==> config.mk <==
export PLATFORM = sky130hd
export DESIGN_NAME = regfile_sb
export DESIGN_NICKNAME = d
export VERILOG_FILES = /design/src/rtl/regfile_sb.sv
export SDC_FILE = /design/constraint.sdc
export NUM_CORES = 1
export LEC_CHECK = 0
export ABC_AREA = 1
export CORE_AREA = 2 2 198 200
export CTS_CLUSTER_SIZE = 40
export DETAILED_ROUTE_END_ITERATION = 10
export DIE_AREA = 0 0 200 202
export PLACE_DENSITY_LB_ADDON = 0.15
export SLEW_MARGIN = 15
export SYNTH_ARGS = -nofsm -noshare
export SYNTH_HDL_FRONTEND = slang
export SYNTH_SLANG_ARGS = --single-unit
==> constraint.sdc <==
create_clock -name clk -period 2.1 [get_ports clk]
set_input_delay 0.42 -clock clk [delete_from_list [all_inputs] [get_ports clk]]
set_output_delay 0.42 -clock clk [all_outputs]
set_load 0.01 [all_outputs]
==> src/rtl/regfile_sb.sv <==
// ---------------------------------------------------------------------------
// regfile_sb
//
// Parametrised general-purpose register file with a per-register
// write-reservation scoreboard. Decode reads two operands (rs1/rs2) and
// reserves destinations of multi-cycle operations (rsv_*). Writeback
// (we/rd/rd_din) stores results and releases reservations. The debug port
// (dbg_sel/dbg_dout) reads stored state without any forwarding.
// Register 0 is hardwired to zero. Indices >= NREG behave like register 0.
//
// Parameters:
//   BITS   - data width of each register
//   RBITS  - register index width
//   NREG   - number of registers, index 0 included (NREG <= 2**RBITS)
//   BYPASS - 1: same-cycle writeback data is forwarded to the read ports
//            0: read ports see stored values only
//
// Ports:
//   clk        - clock, all state updates on the rising edge
//   rst_n      - asynchronous active-low reset
//   run        - global enable for writes and reservations
//   we/rd/rd_din            - writeback enable, index and data
//   rs1/rs2                 - read port indices
//   rs1_dout/rs2_dout       - read port data (combinational)
//   rs1_busy/rs2_busy       - read register has an outstanding reservation
//   rsv_valid/rsv_rd        - reservation request and target register
//   rsv_ready               - reservation is accepted this cycle
//   dbg_sel/dbg_dout        - debug read index and data (combinational)
// ---------------------------------------------------------------------------
module regfile_sb #(
    parameter int BITS   = 16,
    parameter int RBITS  = 3,
    parameter int NREG   = 8,
    parameter int BYPASS = 1
) (
    input  logic             clk,
    input  logic             rst_n,
    input  logic             run,
    input  logic             we,
    input  logic [RBITS-1:0] rd,
    input  logic [BITS-1:0]  rd_din,
    input  logic [RBITS-1:0] rs1,
    input  logic [RBITS-1:0] rs2,
    output logic [BITS-1:0]  rs1_dout,
    output logic [BITS-1:0]  rs2_dout,
    output logic             rs1_busy,
    output logic             rs2_busy,
    input  logic             rsv_valid,
    input  logic [RBITS-1:0] rsv_rd,
    output logic             rsv_ready,
    input  logic [RBITS-1:0] dbg_sel,
    output logic [BITS-1:0]  dbg_dout
);

    // Storage spans the whole index space so any index addresses it
    // directly; entries 0 and >= NREG are never written and stay zero.
    localparam int             DEPTH  = 1 << RBITS;
    localparam logic [RBITS:0] NREG_W = (RBITS + 1)'(NREG);
    localparam logic           BYP_EN = (BYPASS != 0);

    logic [BITS-1:0]  regs_q [DEPTH];
    logic [BITS-1:0]  regs_d [DEPTH];
    logic [DEPTH-1:0] pend_q;
    logic [DEPTH-1:0] pend_d;

    logic wr_en;
    logic rsv_take;
    logic rs1_hit;
    logic rs2_hit;

    // True for indices that name real storage (1..NREG-1).
    function automatic logic in_range(input logic [RBITS-1:0] idx);
        return (idx != '0) && ({1'b0, idx} < NREG_W);
    endfunction

    // rst_n is folded into the write enable so that bypassed data cannot
    // leak onto the read ports while reset holds everything at zero.
    assign wr_en = run & rst_n & we & in_range(rd);

    // Readiness looks only at registered pend bits; a write landing in the
    // same cycle does not make a stalled reservation ready early.
    assign rsv_ready = run & rst_n & (~in_range(rsv_rd) | ~pend_q[rsv_rd]);
    assign rsv_take  = rsv_valid & rsv_ready & in_range(rsv_rd);

    // Next-state: the reservation is applied after the write so that a
    // same-cycle write and reservation of one register leaves it pending
    // while still storing the written data.
    always_comb begin
        regs_d = regs_q;
        pend_d = pend_q;
        if (wr_en) begin
            regs_d[rd] = rd_din;
            pend_d[rd] = 1'b0;
        end
        if (rsv_take) begin
            pend_d[rsv_rd] = 1'b1;
        end
    end

    always_ff @(posedge clk or negedge rst_n) begin
        if (!rst_n) begin
            for (int i = 0; i < DEPTH; i++) begin
                regs_q[i] <= '0;
            end
            pend_q <= '0;
        end else begin
            regs_q <= regs_d;
            pend_q <= pend_d;
        end
    end

    // A bypass hit forwards the writeback data and also hides the pending
    // bit, since the reservation is being satisfied right now.
    assign rs1_hit = BYP_EN & wr_en & (rd == rs1);
    assign rs2_hit = BYP_EN & wr_en & (rd == rs2);

    always_comb begin
        rs1_dout = '0;
        rs1_busy = 1'b0;
        if (in_range(rs1)) begin
            rs1_dout = rs1_hit ? rd_din : regs_q[rs1];
            rs1_busy = pend_q[rs1] & ~rs1_hit;
        end
    end

    always_comb begin
        rs2_dout = '0;
        rs2_busy = 1'b0;
        if (in_range(rs2)) begin
            rs2_dout = rs2_hit ? rd_din : regs_q[rs2];
            rs2_busy = pend_q[rs2] & ~rs2_hit;
        end
    end

    always_comb begin
        dbg_dout = '0;
        if (in_range(dbg_sel)) begin
            dbg_dout = regs_q[dbg_sel];
        end
    end

endmodule

# Yosys cells after proc, flatten, opt, wreduce, memory -nomap -nowiden
# Cells that the tools add are included.
[word_totals]
n_memories = 0
regBits = 136
mem_bits_rw = 0
romBits = 0
latchBits = 0
input_bits = 36
[op_classes]
div_mod_pow = 0
shifts = 0
reduce_logical = 8
n_addsub = 0
eq_ne = 2
n_mux = 31
order_cmp = 11
n_bitwise = 22
multipliers = 0
[ops]
columns = ["operator", "count"]
rows = [
  ["2-to-1 mux 16 bit", 12],
  ["binary-select mux 16 bit (select 3 bit)", 3],
  ["bitwise mux 128 bit", 1],
  ["demux 16 bit (select 3 bit)", 1],
  ["greater-or-equal comparator 4 bit, second input constant", 4],
  ["< comparator 3 x 4 -> 1 bit, second input constant", 4],
  ["2-to-1 mux 8 bit", 2],
  ["NOT 3 -> 4 bit", 4],
  ["nonzero test 3 bit", 5],
  ["AND 1 bit", 10],
  ["binary-select mux 1 bit (select 3 bit)", 3],
  ["AND 8 bit", 1],
  ["NOT 8 bit", 1],
  ["OR 8 bit", 1],
  ["2-to-1 mux 1 bit", 7],
  ["demux 1 bit (select 3 bit)", 2],
  ["equality test 3 bit", 2],
  ["greater-or-equal comparator 3 x 1 -> 1 bit, second input constant", 2],
  ["< comparator 4 x 1 -> 1 bit, second input constant", 1],
  ["NOT 1 bit", 4],
  ["logical AND 1 bit", 3],
  ["OR 1 bit", 1],
]

# Depth between registers and ports, before layout
[depth]
depth_word = 9
ltp_mapped = 12

# Worst setup path after synthesis
# Ideal clock, no wire load.
[synth_timing]
kind = "in2out"
from = "in rs1[0]"
to = "out rs1_dout[10]"
path_stages = 8
t_arrival_ps = 1545
path_slack_ps = 135
path_buffers = 4
required_ps = 1680
cell_sequence = "buf_2 > inv_2 > buf_2 > buf_4 > nand3_1 > buf_4 > nand2_1 > nor2_1"
[synth_between]
elab_chain_len = 6
word_cells_on_any_way = 9
classes_between = "1 x eq/ne; 5 x mux; 2 x bitwise; 1 x reduce/logical"
[synth_rtl]
columns = ["item", "line", "text"]
rows = [
  ["start, declared", "42", "input logic [RBITS-1:0] rs1,"],
  ["NOT 3 -> 4 bit (implied by the code)", "121", "rs1_dout = rs1_hit ? rd_din : regs_q[rs1];"],
  ["binary-select mux 16 bit (select 3 bit)", "121", ""],
  ["2-to-1 mux 16 bit (implied by the code) (2 in a row)", "121", ""],
  ["2-to-1 mux 16 bit", "121", ""],
  ["2-to-1 mux 16 bit *", "120", "if (in_range(rs1)) begin"],
  ["end, declared", "44", "output logic [BITS-1:0] rs1_dout,"],
]
# Every way passes the cells marked *; elsewhere a longest branch is shown, timed or not. The select of a mux whose other input is x is not followed.

# Worst setup path after layout
[layout_timing]
from = "in rs1[0]"
to = "out rs1_dout[6]"
# Same word-level chain as after synthesis.

==> flow_summary.toml <==
[run_status]
status = "complete, no violations"

[yosys]
yosysTopAreaCell = "dfrtp_1"
synth.distinct_cells = 25
ys_seq_area_frac = 0.358
ys_warn_count = 0
syn-num-nets = 1591
synth_top_area_frac = 0.358
netlist_top_cells_area = "dfrtp_1 (36%), nand2_1 (26%), o21ai_0 (9.6%)"
synth_area_per_cell_um2 = 6.11
syn_area_um2 = 9500
ys_ff_latch = 136
synthCells = 1555

[layout]
design_area_um2 = 13600
antennaDiodeCount = 0
layout.cells.most_common = "nand2_1"
drive_above_1_share = 0.257
final_cell_mix = "nand2_1 (582), o21ai_0 (171), buf_4 (147)"
fin_util = 0.356
areaGrowthSynthToFinish_pct = 43.4
nets = 1798

[power]
p_total_w = 0.00964
ir_worst_vdd_v = 0.000446
clockPowerShare = 0.323
p_int_w = 0.00616
p_comb_frac = 0.312
p_sw_w = 0.00348
pwr-share-seq = 0.366
swShare = 0.361
total_leakage_power_nw = 6.77
pwr_density_cell_nw_per_um2 = 707

[job]
cap_viol_max_count = 0

[global_routing]
grt_usage = 0.224
antenna_found_initial = 1
gr-total-overflow = 0
grt_max_degree = 91
grt_pass1_wl_um = 66700
grt_pass1_vias = 10600

[critical_path]
worstPathRequired_ps = 1680
crit_path_max_fanout = 7
worstPathArrival_ps = 1680
worst_setup_path_start_kind = "primary input"
worstSetupPathType = "in2out"
cp-end-kind = "primary output"

[route]
dr.first_iter.drc_count = 1027
drcViolationCount = 0
wirelength_um = 45100
vias = 11200
drt_pass1_iterations = 6
vias_per_cell = 4.89
ant_nets = 0
wl_per_cell_um = 19.7

[worst_hold_path]
min_path_type = "in2async"

[timing]
final.setup.worst_slack_ps = 2.00
period_needed_ps = 2100
grt_setup_unrepaired = "yes"
min_period_over_period = 0.999
hold_violations = 0
worst_slew_pin_slew_ps = 693
setup_viol = 0
slew_violations = 0
fmax_ghz = 0.477
fin_skew_ps = 4.27
slew_headroom = 0.538
hold_slack_ps = 185

[clock_network]
clockBufferDepth = 2
cts_max_level = 4
cts_tree = "done"
cts_buffers = 17
cts.reportedPaths.clkPinSlew_ps = 60
hold_buffers = 0
cts_root_buf = "clkbuf_16"
clk_latency_ps = 430
clock-sinks = 136

[place]
gp_congestion = 0.882
hpwlAfterDp_um = 30700
dp_worst_setup_slack_ps = -1020
placed_area_um2 = 12000
numPortBuffers = 86

[floorplan]
die_x_um = 200
die-area_um2 = 40400
num_rows = 72
pin_count = 87
die_y_um = 202
start_util = 0.248
coreArea_um2 = 38300
## path summary, 6_finish.rpt
path / from / end / slack [ps] / cells past startpoint
worst max-delay path: rs1[0] / rs1_dout[6] / 2 / 14
worst min-delay path: rst_n / pend_q[1] / 190 / 3
worst max register to register: pend_q[3] / pend_q[7] / 890 / 8
worst min register to register: pend_q[0] / pend_q[0] / 430 / 0
max in group asynchronous: rst_n / regs_q[122] / 840 / 4
min in group clk: pend_q[0] / pend_q[0] / 430 / 0
## metrics by stage
| step | setup TNS [ps] | cells |
|---|---|---|
| finish | 0 | 2292 |
| global route | -251 | 2292 |
| CTS | -437 | 2259 |
| detailed placement | -53340 | 2201 |
| global placement | -54960 | 2201 |
| floorplan | 0 | 1555 |
## cell usage after synthesis (all sizes together)
cell type    n
nand2      651
o21ai      184
nor2       163
nand3      151
dfrtp      136
clkbuf      81
inv         65
buf         44
nand4       32
o211ai      16
o22ai       16
a21oi       10
clkinv       2
xnor2        2
a21boi       1
nand3b       1
## routing by layer
layer / vias to the layer above / GRT usage / part of all wire
met2: 423 / 0.339 / 0.44
li1: 5418 / - / -
met1: 5295 / 0.312 / 0.46
met3: 83 / 0.0419 / 0.067
met4: 0 / 0.0915 / 0.036
met5: - / 0 / 0
## cells by family after synthesis
kind of cell | Yosys count | synth area share
buf+inv | 192 | 0.0817
compound gates | 227 | 0.127
simple gates | 998 | 0.429
flops | 136 | 0.358
xor+xnor | 2 | 0.00342
## timing repair
item                       in CTS  in global routing
pin swaps                      16                 95
cloned                          4                  1
gates resized for setup       277                193
setup endpoints to repair      51                 49
buffers inserted               23                 36
## worst max-delay path: stages
cell and delay (ps):
buf_12 100, clkinv_8 50, buf_4 130, clkbuf_16 160, buf_4 130, nand2_1 60
nand3_2 70, nand2_1 70, nand2_1 60, nand2_2 130, nand2_2 70, inv_2 50
nor2_2 30, buf_2 130
## state kept, by name (all words and copies together) (netlist names)
name and flops:
pend_q 8, regs_q 128
## power by group through the flow
stage          combinational (W)  clock, W  sequential, W
2_1_floorplan            0.00145         0        0.00341
3_3_place_gp             0.00254         0        0.00358
3_5_place_dp             0.00256         0        0.00358
4_1_cts                  0.00270   0.00318        0.00350
5_1_grt                  0.00335   0.00328        0.00358
6_report                 0.00301   0.00311        0.00353
## layout make-up
cell class | instances | area, µm²
fill | 4163 | 24700
multi-input combinational | 1227 | 5730
sequential | 136 | 3400
timing repair buffer | 313 | 2990
tap | 518 | 648
clock buffer | 18 | 429
inverter | 67 | 283
clock inverter | 13 | 148
Note: power is estimated with default switching activity, not from simulation.
